--- src/rtl/conv_result_collector.sv ---
// rtl/conv_result_collector.sv - collects kernel-array window results and serializes them lane by lane.
// Optional ReLU clamp at capture: define CONV_COLLECTOR_RELU_EN.
module conv_result_collector #(
  parameter int ARRAY_SIZE  = 6,
  parameter int DATA_WIDTH  = 16,
  parameter int KERNEL_SIZE = 3,
  parameter int PIPE_LAT    = 2
) (
  input  logic                             clk,
  input  logic                             rst,
  input  logic [ARRAY_SIZE*DATA_WIDTH-1:0] i_pixel_bus,
  input  logic                             i_mac_valid,
  output logic                             o_mac_ready,
  output logic                             o_clear,
  output logic [DATA_WIDTH-1:0]            o_data,
  output logic                             o_valid,
  output logic                             o_last,
  input  logic                             i_ready
);

  localparam int KK     = KERNEL_SIZE * KERNEL_SIZE;
  localparam int BEAT_W = (KK > 1) ? $clog2(KK) : 1;
  localparam int LAT_W  = (PIPE_LAT > 1) ? $clog2(PIPE_LAT) : 1;
  localparam int IDX_W  = (ARRAY_SIZE > 1) ? $clog2(ARRAY_SIZE) : 1;
  localparam logic [BEAT_W-1:0] BEAT_LAST = BEAT_W'(KK - 1);
  localparam logic [LAT_W-1:0]  LAT_LAST  = LAT_W'(PIPE_LAT - 1);
  localparam logic [IDX_W-1:0]  IDX_LAST  = IDX_W'(ARRAY_SIZE - 1);

  typedef enum logic [1:0] {ACCUM, DRAIN, CLEAR} state_t;

  state_t                 state, state_nxt;
  logic [BEAT_W-1:0]      beat_cnt;
  logic [LAT_W-1:0]       lat_cnt;
  logic [DATA_WIDTH-1:0]  shadow [ARRAY_SIZE];
  logic                   full;
  logic [IDX_W-1:0]       idx;
  logic                   beat_acc, hs, last_hs, free, capture;

  function automatic logic [DATA_WIDTH-1:0] store_lane(input logic [DATA_WIDTH-1:0] v);
`ifdef CONV_COLLECTOR_RELU_EN
    return v[DATA_WIDTH-1] ? '0 : v;
`else
    return v;
`endif
  endfunction

  // A capture may reuse the shadow in the same cycle its final lane leaves.
  always_comb begin
    beat_acc  = (state == ACCUM) & i_mac_valid;
    hs        = full & i_ready;
    last_hs   = hs & (idx == IDX_LAST);
    free      = ~full | last_hs;
    capture   = (state == DRAIN) & (lat_cnt == LAT_LAST) & free;
    state_nxt = state;
    case (state)
      ACCUM:   if (beat_acc && beat_cnt == BEAT_LAST) state_nxt = DRAIN;
      DRAIN:   if (capture) state_nxt = CLEAR;
      CLEAR:   state_nxt = ACCUM;
      default: state_nxt = ACCUM;
    endcase
  end

  always_ff @(posedge clk) begin
    if (rst) begin
      state    <= ACCUM;
      beat_cnt <= '0;
      lat_cnt  <= '0;
      full     <= 1'b0;
      idx      <= '0;
    end else begin
      state <= state_nxt;
      case (state)
        ACCUM: begin
          if (beat_acc) begin
            if (beat_cnt == BEAT_LAST) lat_cnt <= '0;
            else                       beat_cnt <= beat_cnt + 1'b1;
          end
        end
        DRAIN:   if (lat_cnt != LAT_LAST) lat_cnt <= lat_cnt + 1'b1;
        CLEAR:   beat_cnt <= '0;
        default: ;
      endcase
      if (capture) begin
        full <= 1'b1;
        idx  <= '0;
      end else if (last_hs) begin
        full <= 1'b0;
      end else if (hs) begin
        idx <= idx + 1'b1;
      end
    end
  end

  // Lane 0 sits in the most significant slice of the bus.
  always_ff @(posedge clk) begin
    if (capture) begin
      for (int i = 0; i < ARRAY_SIZE; i++)
        shadow[i] <= store_lane(i_pixel_bus[(ARRAY_SIZE-1-i)*DATA_WIDTH +: DATA_WIDTH]);
    end
  end

  assign o_mac_ready = ~rst & (state == ACCUM);
  assign o_clear     = ~rst & (state == CLEAR);
  assign o_valid     = ~rst & full;
  assign o_last      = ~rst & full & (idx == IDX_LAST);
  assign o_data      = (~rst & full) ? shadow[idx] : '0;

endmodule

--- config.mk ---
export PLATFORM = sky130hd
export DESIGN_NAME = conv_result_collector
export DESIGN_NICKNAME = d
export VERILOG_FILES = /design/src/rtl/conv_result_collector.sv
export SDC_FILE = /design/constraint.sdc
export NUM_CORES = 1
export LEC_CHECK = 0
export ABC_AREA = 0
export CAP_MARGIN = 20
export CORE_UTILIZATION = 30
export CTS_CLUSTER_DIAMETER = 100
export DETAILED_ROUTE_END_ITERATION = 16
export PLACE_DENSITY = 0.55
export RECOVER_POWER = 50
export SLEW_MARGIN = 20
export SYNTH_ARGS = -nofsm -noshare
export SYNTH_HDL_FRONTEND = slang
export SYNTH_SLANG_ARGS = --single-unit
--- constraint.sdc ---
create_clock -name clk -period 7.2 [get_ports clk]
set_input_delay 1.44 -clock clk [delete_from_list [all_inputs] [get_ports clk]]
set_output_delay 1.44 -clock clk [all_outputs]
set_load 0.05 [all_outputs]
==> metrics.cfg <==
[final_layout]
finish.net_count = 472
fillerInstances = 1270
area_growth_pct = 36.8
post_route_cells_drive_above_1_share_pct = 8.85
final_core_util_pct = 42.7

[outcome]
run_status = finished with violations
violations = capacitance limit, slew limit

[logic_synthesis]
synth.cell_area_um2 = 4380
synth.distinct_cells = 37
synth.avg_cell_area_um2 = 17.7
synth_warnings = 0
synth-edff-count = 96
synth_fp_nets = 351
synth.area.top_cells = edfxtp_1, mux4_2, dfxtp_1
synth_seq_cells = 110
synth_sequential_area_ratio_pct = 72.1
synth_top_area_cell = edfxtp_1
synth-main-ff-cell = edfxtp_1
post-synth-top-area-fraction_pct = 65.8
ys_async_sr_fraction_pct = 0
syn_inst = 247

[placement]
gp_routability_congestion = 0.694
detail_placement_hpwl_mm = 6.31
io_buffer_count = 119
placement.setup.worst_slack_ps = 1680

[clock_tree]
cts_post_setup_buffers_inserted = 0
clock_latency_ps = 350
h-tree-depth = 3
cts_tree = built
postCtsHoldBufs = 0
clock_sink_count = 110
worst_setup_hold_path_clk_slew_ps = 70
post_cts_resize_count = 0
clockBufferDepth = 2
numCtsBuffers = 9
clock-root-buffer = clkbuf_16

[critical_path]
crit_path_max_fanout = 18
critical_path.top_delay_family = buffers and inverters
cpPeakStageDelay_ps = 890
critical_path.endpoint_type = output pin
critPathSlowestCell = clkdlybuf4s50_1
critPathBufInv = 2
cp_cell_sequence = dlygate4sd3_1 > nand2b_1 > a211oi_1 > clkdlybuf4s50_1
reg2reg_setup_slack_ps = 3690
worstSetupPathType = in2out
required_ps = 5760
wp_data_arrival_ps = 4120
setup.worst_path.start_class = primary input

[global_route]
number_of_global_route_vias_before_repair = 2630
grt_start_max_net_pins = 74
total_routing_resource_utilization_after_global_routing_pct = 12.7
wire_length_of_the_first_global_routing_pass_mm = 13.9
antenna_found_initial = 5
grt_remaining_overflow = 0

[sta]
maxSlewHeadroom_pct = -9.13
tns_ps = 0
finalHoldWorstSlack_ps = 513
max_freq_ghz = 0.180
finalHoldViolations = 0
max_slew.worst_pin.slew_ps = 1640
period_minus_slack_ps = 5560
grt_setup_unrepaired = false
timing.final.max_slew_violations = 30
post-route-period-util_pct = 77.3
skew_ps = 10.0
setup_ws_ps = 1640
setup_viol = 0

[floorplanning]
floorplan.die.width_um = 123
die-area_um2 = 15100
ios = 120
core_area_um2 = 14000
fp.dieH_um = 123
floorplan.rows = 43
floorplan.initialDensity_pct = 31.2

[detailed_routing]
drt.antenna.violating_nets = 0
routed_wl_mm = 9.09
drc = 0
post_drt_wl_per_cell_um = 16.3
first_iter_violations = 97
drt_pre_antenna_iters = 4
detail_route.vias_per_cell = 4.56
routed-via-count = 2538

[power]
ir_drop_v = 0.000165
cell_pwr_density_nw_per_um2 = 201
total_leakage_power_nw = 1.92

[job]
maxCapViolCount = 1

[worst_hold_path]
worstHoldPathType = reg2reg

==> cells in the final DEF (no fill, tap or decap), drive strengths merged, types with 3 or more instances in the layout <==
master         count
dlygate4sd3       99
edfxtp            96
nor2              20
clkdlybuf4s50     20
a211oi            19
mux2i             17
mux4              16
dfxtp             14
clkbuf            10
inv                8
clkinv             5
diode              4
nand2              4
o21ai              4
ha                 4
a21oi              4
nand2b             3
nor2b              3
or3                3
buf                3
==> logic make-up (layout without fill, tap and decap cells) <==
group	Yosys count	count (layout)	share of synthesized area, %
DFF	110	110	72.1
and+or+nand+nor	44	44	5.14
AOI/OAI and AO/OA	36	36	5.74
muxes	33	33	12.4
buffers and inverters	20	146	3.48
adders and majority gates	4	4	1.14
other	0	4	0
==> cell usage after synthesis, types with 3 or more instances <==
master / number
edfxtp_1: 96
nor2_1: 20
a211oi_1: 19
mux2i_1: 17
dfxtp_1: 14
mux4_2: 13
inv_1: 7
a21oi_1: 4
ha_1: 4
nand2_1: 4
o21ai_0: 4
clkbuf_1: 3
mux4_1: 3
nand2b_1: 3
nor2b_1: 3
or3_1: 3
==> path summary, 6_finish.rpt <==
kind / startpoint / end / cells after the start
worst max-delay path: rst / o_data[10] / 4
worst min-delay path: beat_cnt[3] / beat_cnt[3] / 2
worst max register to register: idx[0] / shadow[0][3] / 5
worst min register to register: beat_cnt[3] / beat_cnt[3] / 2
==> sequential cells by signal (all words and copies together) (netlist names), named ones only <==
name,flops
shadow,96
beat_cnt,4
idx,3
state,2
full,1
lat_cnt,1
==> where the power goes <==
part	switching, mW	total, mW	internal, mW
registers	0.000723	0.693	0.692
logic	0.0126	0.0514	0.0387
clock network	0.225	0.461	0.235
total	0.239	1.20	0.966
==> cell type report <==
| class | count | area [um2] | share of cell area, % |
|---|---|---|---|
| multi-input cells | 117 | 1080 | 18.0 |
| flip-flops and latches | 110 | 3160 | 52.8 |
| clock buffers | 9 | 225 | 3.76 |
| inverters | 7 | 26.3 | 0.438 |
| diodes | 4 | 10.0 | 0.167 |
| repair buffers | 123 | 1220 | 20.3 |
| clock inverters | 7 | 48.8 | 0.814 |
| well taps | 180 | 225 | 3.76 |
==> per-layer routing <==
metal | global-route usage, % | routed length, um
met2 | 20.0 | 4310
met4 | 3.43 | 91
met1 | 15.2 | 3800
met3 | 6.83 | 866
met5 | 0 | 13
==> worst min-delay path, cell delays in order (launching register included) <==
cell	delay [ps]
dfxtp_1	330
nand3b_1	80
mux2i_1	60
==> stage by stage <==
step	cell area (um2)	total power [mW]	instances
final	6000	1.20	557
after global routing	5990	1.25	556
after CTS	5990	1.23	553
after detailed placement	5720	0.769	537
after global placement	5720	0.768	537
after floorplan	4380	0.714	247
No activity file was read; power rests on OpenSTA's default activity.
